--- src/rtl/branch_predictor.sv ---
// branch_predictor: direct-mapped branch target buffer with per-entry
// saturating direction counters, feeding the IF-stage next-PC mux and
// trained from ID-stage branch/jump resolution. Also keeps saturating
// branch and misprediction statistics.
module branch_predictor #(
    parameter int ADDR_W  = 32,
    parameter int ENTRIES = 16,
    parameter int CTR_W   = 2,
    parameter int STAT_W  = 32
) (
    input  logic              clk_i,
    input  logic              rst_i,
    input  logic [ADDR_W-1:0] lookup_pc_i,
    output logic              hit_o,
    output logic              pred_taken_o,
    output logic [ADDR_W-1:0] pred_next_pc_o,
    input  logic              upd_valid_i,
    input  logic [ADDR_W-1:0] upd_pc_i,
    input  logic              upd_is_jump_i,
    input  logic              upd_taken_i,
    input  logic [ADDR_W-1:0] upd_target_i,
    input  logic              upd_pred_taken_i,
    input  logic [ADDR_W-1:0] upd_pred_target_i,
    input  logic              invalidate_i,
    output logic              mispredict_o,
    output logic [STAT_W-1:0] branch_cnt_o,
    output logic [STAT_W-1:0] mispredict_cnt_o
);

    localparam int IDX_W = $clog2(ENTRIES);
    localparam int TAG_W = ADDR_W - IDX_W - 2;

    // Counter encodings: all ones, weakly taken (MSB only), weakly not-taken.
    localparam logic [CTR_W-1:0]  CTR_MAX    = {CTR_W{1'b1}};
    localparam logic [CTR_W-1:0]  CTR_WEAK_T = CTR_MAX ^ (CTR_MAX >> 1);
    localparam logic [CTR_W-1:0]  CTR_WEAK_N = CTR_MAX >> 1;
    localparam logic [STAT_W-1:0] STAT_MAX   = {STAT_W{1'b1}};

    logic              valid_q  [ENTRIES];
    logic              valid_d  [ENTRIES];
    logic [TAG_W-1:0]  tag_q    [ENTRIES];
    logic [TAG_W-1:0]  tag_d    [ENTRIES];
    logic [ADDR_W-1:0] target_q [ENTRIES];
    logic [ADDR_W-1:0] target_d [ENTRIES];
    logic [CTR_W-1:0]  ctr_q    [ENTRIES];
    logic [CTR_W-1:0]  ctr_d    [ENTRIES];

    logic [STAT_W-1:0] branch_cnt_q, branch_cnt_d;
    logic [STAT_W-1:0] mispredict_cnt_q, mispredict_cnt_d;

    logic [IDX_W-1:0]  lk_idx;
    logic [TAG_W-1:0]  lk_tag;
    logic [IDX_W-1:0]  upd_idx;
    logic [TAG_W-1:0]  upd_tag;
    logic              upd_hit;
    logic              upd_taken;
    logic [ADDR_W-1:0] resolved_pc;

    assign lk_idx  = lookup_pc_i[IDX_W+1:2];
    assign lk_tag  = lookup_pc_i[ADDR_W-1:IDX_W+2];
    assign upd_idx = upd_pc_i[IDX_W+1:2];
    assign upd_tag = upd_pc_i[ADDR_W-1:IDX_W+2];

    // Lookup reads only registered state, so same-cycle updates are not forwarded.
    assign hit_o          = valid_q[lk_idx] && (tag_q[lk_idx] == lk_tag);
    assign pred_taken_o   = hit_o && ctr_q[lk_idx][CTR_W-1];
    assign pred_next_pc_o = pred_taken_o ? target_q[lk_idx] : lookup_pc_i + ADDR_W'(4);

    // A jump is always taken regardless of upd_taken_i.
    assign upd_hit      = valid_q[upd_idx] && (tag_q[upd_idx] == upd_tag);
    assign upd_taken    = upd_taken_i | upd_is_jump_i;
    assign resolved_pc  = upd_taken ? upd_target_i : upd_pc_i + ADDR_W'(4);
    assign mispredict_o = upd_valid_i && (resolved_pc != upd_pred_target_i);

    // The IF-stage direction guess is implied by the predicted target, so it is not needed here.
    logic unused_pred_taken;
    assign unused_pred_taken = upd_pred_taken_i;

    // Next BTB contents: invalidate wins over training, otherwise train or allocate the indexed entry.
    always_comb begin
        valid_d  = valid_q;
        tag_d    = tag_q;
        target_d = target_q;
        ctr_d    = ctr_q;
        if (invalidate_i) begin
            for (int i = 0; i < ENTRIES; i++) begin
                valid_d[i] = 1'b0;
            end
        end else if (upd_valid_i) begin
            if (upd_hit) begin
                if (upd_is_jump_i) begin
                    ctr_d[upd_idx] = CTR_MAX;
                end else if (upd_taken_i) begin
                    if (ctr_q[upd_idx] != CTR_MAX) begin
                        ctr_d[upd_idx] = ctr_q[upd_idx] + CTR_W'(1);
                    end
                end else if (ctr_q[upd_idx] != '0) begin
                    ctr_d[upd_idx] = ctr_q[upd_idx] - CTR_W'(1);
                end
                if (upd_taken) begin
                    target_d[upd_idx] = upd_target_i;
                end
            end else if (upd_taken) begin
                valid_d[upd_idx]  = 1'b1;
                tag_d[upd_idx]    = upd_tag;
                target_d[upd_idx] = upd_target_i;
                ctr_d[upd_idx]    = upd_is_jump_i ? CTR_MAX : CTR_WEAK_T;
            end
        end
    end

    // Statistics counters stick at their maximum instead of wrapping.
    always_comb begin
        branch_cnt_d     = branch_cnt_q;
        mispredict_cnt_d = mispredict_cnt_q;
        if (upd_valid_i) begin
            if (branch_cnt_q != STAT_MAX) begin
                branch_cnt_d = branch_cnt_q + STAT_W'(1);
            end
            if (mispredict_o && (mispredict_cnt_q != STAT_MAX)) begin
                mispredict_cnt_d = mispredict_cnt_q + STAT_W'(1);
            end
        end
    end

    // State registers; reset leaves every entry invalid and weakly not-taken.
    always_ff @(posedge clk_i or posedge rst_i) begin
        if (rst_i) begin
            for (int i = 0; i < ENTRIES; i++) begin
                valid_q[i]  <= 1'b0;
                tag_q[i]    <= '0;
                target_q[i] <= '0;
                ctr_q[i]    <= CTR_WEAK_N;
            end
            branch_cnt_q     <= '0;
            mispredict_cnt_q <= '0;
        end else begin
            valid_q          <= valid_d;
            tag_q            <= tag_d;
            target_q         <= target_d;
            ctr_q            <= ctr_d;
            branch_cnt_q     <= branch_cnt_d;
            mispredict_cnt_q <= mispredict_cnt_d;
        end
    end

    assign branch_cnt_o     = branch_cnt_q;
    assign mispredict_cnt_o = mispredict_cnt_q;

endmodule

--- config.mk ---
export PLATFORM = sky130hd
export DESIGN_NAME = branch_predictor
export DESIGN_NICKNAME = d
export VERILOG_FILES = /design/src/rtl/branch_predictor.sv
export SDC_FILE = /design/constraint.sdc
export NUM_CORES = 2
export LEC_CHECK = 0
export BUFFER_PORTS_ARGS = -buffer_cell sky130_fd_sc_hd__buf_2
export CELL_PAD_IN_SITES_DETAIL_PLACEMENT = 1
export CELL_PAD_IN_SITES_GLOBAL_PLACEMENT = 2
export CORE_ASPECT_RATIO = 0.5
export CORE_MARGIN = 2
export CORE_UTILIZATION = 40
export DETAILED_ROUTE_END_ITERATION = 10
export PLACE_DENSITY = 0.84
export SLEW_MARGIN = 20
export SYNTH_ARGS = -nofsm -noshare
export SYNTH_HDL_FRONTEND = slang
export SYNTH_SLANG_ARGS = --single-unit
--- constraint.sdc ---
create_clock -name clk_i -period 29.4 [get_ports clk_i]
set_clock_uncertainty 0.05 [all_clocks]
set_input_delay 2.94 -clock clk_i [delete_from_list [all_inputs] [get_ports clk_i]]
set_output_delay 2.94 -clock clk_i [all_outputs]
set_load 0.02 [all_outputs]
; Word level (Yosys, flattened, before mapping)
; Index checks and enable logic that the tools add are counted.
; W data, S select, Z words.
[op_classes]
reduce_logical = 16
muxes = 47
eq_ne = 9
addsub = 6
bitwise_logic = 7
n_lt_le_gt_ge = 3
[op_table]
columns = op, count
row1 = $bwmux W512, 1
row2 = $bwmux W416, 1
row3 = $mux W32, 11
row4 = $bmux W26 S4, 2
row5 = $mux W26, 5
row6 = $bmux W32 S4, 1
row7 = $demux W32 S4, 1
row8 = $demux W26 S4, 1
row9 = $bwmux W32, 3
row10 = $add A32 B1 Y32 const B, 2
row11 = $add A32 B3 Y32 const B, 2
row12 = $mux W16, 4
row13 = $ne A32 B32 Y1 const B, 2
row14 = $eq A26 B26 Y1, 2
row15 = $ne A32 B32 Y1, 1
row16 = $or A32 B32 Y32, 1
row17 = $bmux W2 S4, 2
row18 = $or A16 B16 Y16, 1
row19 = $ge A5 B5 Y1 const B, 2
row20 = $mux W2, 5
row21 = $not A4 Y5, 2
row22 = $bmux W1 S4, 2
row23 = $demux W2 S4, 1
row24 = $ne A4 B3 Y1 const B, 2
row25 = other kinds (14), 31
[word_totals]
out_inout_bits = 99
reg_bits = 1040

; Logic depth before layout (Yosys ltp)
[depth]
word_depth = 10
mapped_depth = 19

; Worst setup path before layout
; No wires, ideal clock.
[synth_timing]
kind = input to output
from = input lookup_pc_i[4]
to = output pred_next_pc_o[21]
cell_stages = 15
n_path_buf = 6
setup_slack_ns = 19.737
arrival_time_ns = 6.673
t_required_ns = 26.410
cell_sequence = buf_2 -> buf_2 -> buf_1 -> clkbuf_1 -> mux2i_1 -> a21oi_1 -> xor2_1 -> nor4_1 -> nand4_1 -> nor4_1 -> nor2b_1 -> clkbuf_1 -> buf_2 -> nand2_1 -> o21ai_0
[synth_between]
elab_chain_cells = 8
[synth_rtl]
columns = item, line
row1 = from (decl), 13  ; input logic [ADDR_W-1:0] lookup_pc_i,
row2 = $not A4 Y5 (implied by the code) *, 65  ; assign hit_o = valid_q[lk_idx] && (tag_q[lk_idx] == lk_tag);
row3 = $bmux W26 S4, 65
row4 = $mux W26 (implied by the code) (2 in series), 65
row5 = $eq A26 B26 Y1, 65
row6 = $logic_and A1 B1 Y1 *, 65
row7 = named net hit_o, 14  ; output logic hit_o,
row8 = $logic_and A1 B1 Y1 *, 66  ; assign pred_taken_o = hit_o && ctr_q[lk_idx][CTR_W-1];
row9 = named net pred_taken_o, 15  ; output logic pred_taken_o,
row10 = $mux W32 *, 67  ; assign pred_next_pc_o = pred_taken_o ? target_q[lk_idx] : lookup_pc_i + ADDR_W'(4);
row11 = to (decl), 16  ; output logic [ADDR_W-1:0] pred_next_pc_o,
; The timed path passes the listed nets; every way through them passes the cells marked *. The select of a mux whose other input is x is not followed.

; Worst setup path in the final report
[layout_timing]
from = input lookup_pc_i[2]
to = output pred_next_pc_o[4]
[layout_between]
elab_chain_cells = 8
[layout_rtl]
columns = item, line
row1 = $not A4 Y5 (implied by the code), "65, 66, 67"
row2 = $bmux W26 S4, 65
row3 = $mux W26 (implied by the code) (2 in series), 65
row4 = $eq A26 B26 Y1, 65
row5 = $logic_and A1 B1 Y1, 65
row6 = $logic_and A1 B1 Y1, 66
row7 = $mux W32 *, 67
; Every way passes the cells marked *; elsewhere a longest branch is shown, timed or not. The select of a mux whose other input is x is not followed.

==> impl_results.md <==
* Status: completed
* Post-synthesis cell count at 4228
* CP top delay family: simple AND/OR/NAND/NOR gates
* Crit path max fanout at between 50 and 60
* F_max at slightly below 0.09 GHz
* Worst path cell trace: buf_8 > buf_4 > mux4_2 > nor2b_1 > a211oi_1 > a21oi_1 > xnor2_1 > nand4_1 > or4_1 > nor4_1 > nor2b_4 > o21ai_0 > buf_2
* Yosys reg bits at between 1000 and 1500
* Num CTS Buffers at 99
* Leak at around 26 nW
* PD cells at roughly 67 mW/mm2
* Crit path time final at approximately 11 ns
* Startpoint Class: input pin
* DIE WIDTH at around 530 um
* Setup TNS at 0 ns
* Die area at ~0.14 mm2
* Pin count of the biggest net entering global routing at around 190
* Routed vias/inst at 6.191
* WL final at 188000 um
* Post-synthesis async set-or-reset flop share at 1.000
* I/O pin count at 234
* Die height at about 270 um
* YS warnings at 0
* Final Cycle Share at 0.3909
* Clk slew on worst S/H paths at about 0.060 ns
* Setup-failing EPs final at 0
* Kind of critical path: input pin to primary output
* Slew Viols, Final at 0
* Layout Cells excl Fill at around 6000
* Initial antenna violation count at 33
* DR iter-0 viols at about 3500
* Layout area overhead at 10.95%
* Min-Delay Path Class: flop to flop
* Total gr overflow at 0
* WP data required at roughly 26 ns
* Least-Margin Pin Slew at between 1 and 1.5 ns
* Syn_nets at 4372
* Global Route Usage Sum at 0.2689
* Fill cells at between 10000 and 15000
* Antenna Nets Post-Route at 0
* Peak VDD IR at between 0.04 and 0.05 mV
* Clk sinks at between 1000 and 1500
* Inst Count DP at a little under 6000
* Post-CTS Setup Bufs at 0
* Ys flop type: dfrtp_1
* Post_cts resized at 0
* RSZ-0062 raised after global routing: no
* DP HPWL at around 120000 um
* Slowest stage delay, CP at approximately 0.85 ns
* Starting Density at 0.4049
* Final Hold Fails at 0
* Layout cells sized above 1 at 0.3566
* Final #Nets at roughly 4400
* Clk_lat worst skew at around 0.73 ns
* Buf+Inv Stages, Crit Path at 3
* Critical path's slowest cell: nor2b_4
* First-pass GRT wire length at 279700 um
* CTS H-Tree Depth at 3
* Port bufs at ~230
* First drt pass iteration count at 5
* Routability cong. at 0.9436
* Critical path arrival at approximately 8.5 ns
* DRC Markers at 0
* Clk Tree Root Cell: clkbuf_16
* Clk buf depth at 3
* Max_slew headroom at 0.2135
* Core Rows at 95
* Yosys cell types at 90
* Syn Std Cell Area at 0.05457 mm2
* Max-Cap Viols at 0
* Vias in the first global route at about 40000
* CTS tree: built
* Via count at 38079
* Register area share after synthesis at 0.4772
* Syn avg cell area at approximately 13 um2
* Core ar. at ~0.13 mm2
* CP Capture Type: primary output
* Wirelength per Cell at 30.56 um
* EDFF count, synth at 0
* CTS Hold Buffers Added at 0
* Pwr Total at between 4 and 5 mW
[placed cells by master (no fill, tap or decap), drive strengths merged, types with 7 or more instances in the layout]
cell     netlist  layout
dfrtp       1024    1024
mux2         737     737
nand2        390     390
mux4         366     366
o21ai        301     301
buf          155     296
clkbuf       218     144
xnor2        108     108
nor2          99      99
mux2i         98      98
xor2          69      69
inv           60      61
a21oi         57      57
nand3         57      57
a211oi        46      46
and3          37      37
nand4         37      37
o22ai         36      36
nor2b         34      34
a31oi         32      32
nor3          31      31
diode          0      22
clkinv         2      22
nor4          19      19
nand2b        17      17
bufinv         0      16
dfstp         16      16
and2          16      16
or2           11      11
or3           11      11
a22oi          9       9
o2111ai        9       9
ha             9       9
o211ai         9       9
a22o           8       8
o31ai          8       8
a2111oi        7       7
[synth_stat cells (11+ instances only)]
cell type	count	area (um2)
dfrtp_1	1024	25620
mux2i_1	98	980.9
buf_4	39	292.8
and3_1	37	231.5
nand2_1	380	1426
nor2_1	97	364.1
nand3_1	56	280.3
mux2_1	100	1126
buf_6	25	281.5
mux2_2	637	7173
a21oi_1	57	285.3
nand2b_1	17	106.4
dfstp_2	16	420.4
or3_1	11	68.82
inv_1	59	221.5
o21ai_0	300	1501
xor2_1	69	604.3
buf_2	66	330.3
or2_2	11	68.82
xnor2_1	108	945.9
nor3_1	28	140.1
and2_1	14	87.58
buf_1	24	90.09
nor4_1	18	112.6
nand4_1	36	225.2
nor2b_1	34	212.7
clkbuf_1	218	818.3
a31oi_1	32	200.2
o22ai_1	36	225.2
mux4_2	366	8243
a211oi_1	46	345.3
[layout make-up]
type	count	area, um2	share of cell area
inverter	62	237.7	0.003926
sequential	1040	26050	0.4301
clock buffer	144	2939	0.04854
timing repair buffer	296	1739	0.02872
tap	1794	2245	0.03707
clock inverter	40	675.6	0.01116
antenna	22	55.05	0.0009092
multi-input combinational	2753	26620	0.4396
[worst reg2reg max path, stage by stage, from the launching register on]
cell and delay, ns:
dfrtp_1 0.39, mux4_2 0.48, mux2i_1 0.22, xor2_1 0.64
nand2_1 0.14, o41ai_2 0.39, o211a_1 0.21, nand4_1 0.44
nor2_2 0.56, or2_2 0.20, buf_4 0.67, mux2_2 0.46
[worst paths after layout]
path / start / endpoint / slack, ns / cells after the start
max: lookup_pc_i[2] / pred_next_pc_o[4] / 17.91 / 13
min: mispredict_cnt_o[21] / mispredict_cnt_o[21] / 0.44 / 1
max reg2reg: tag_q[109] / tag_q[357] / 24.45 / 11
min reg2reg: mispredict_cnt_o[21] / mispredict_cnt_o[21] / 0.44 / 1
max in group asynchronous: rst_i / tag_q[111] / 23.50 / 6
min in group asynchronous: rst_i / target_q[288] / 2.39 / 3
[state kept, by name, summed over array words and instances (netlist names)]
signal,cells
tag_q,416
mispredict_cnt_o,32
branch_cnt_o,32
valid_q,16
ctr_q,32
target_q,512
[metrics by stage]
stage | cell area [um2] | setup slack [ns] | utilization | hold WS (ns)
after floorplan | 54580 | 12.09 | - | 0.3946
after detailed placement | 56830 | 18.17 | 0.4216 | 0.4180
final | 60550 | 17.91 | 0.4492 | 0.4357
after global routing | 60540 | 17.52 | 0.4491 | 0.4653
after CTS | 60450 | 18.03 | 0.4484 | 0.4347
after global placement | 56830 | 18.21 | 0.4216 | 0.4072
[where the power goes]
group	switching, mW	internal [mW]
Clock	0.598	0.838
Combinational	0.395	0.389
Sequential	0.169	1.67
Total	1.16	2.90
[layer usage]
| metal | track usage | wire length [um] | vias to the layer above |
|---|---|---|---|
| met2 | 0.4352 | 89690 | 1380 |
| met3 | 0.04683 | 11920 | 416 |
| met5 | 0 | 72 | - |
| met4 | 0.1369 | 9649 | 12 |
| li1 | - | - | 15674 |
| met1 | 0.3495 | 76680 | 20597 |
[cells by family (layout without fill, tap and decap cells)]
kind of cell / Yosys count / count (layout) / share of synthesized area
and+or+nand+nor: 786 / 786 / 0.06869
DFF: 1040 / 1040 / 0.4772
buffers and inverters: 435 / 542 / 0.03776
AOI/OAI and AO/OA: 580 / 580 / 0.06477
other: 0 / 22 / 0
muxes: 1201 / 1201 / 0.3211
adders and majority gates: 9 / 9 / 0.002063
xor gates and xnor gates: 177 / 177 / 0.02841
(Power assumes the default switching activity.)
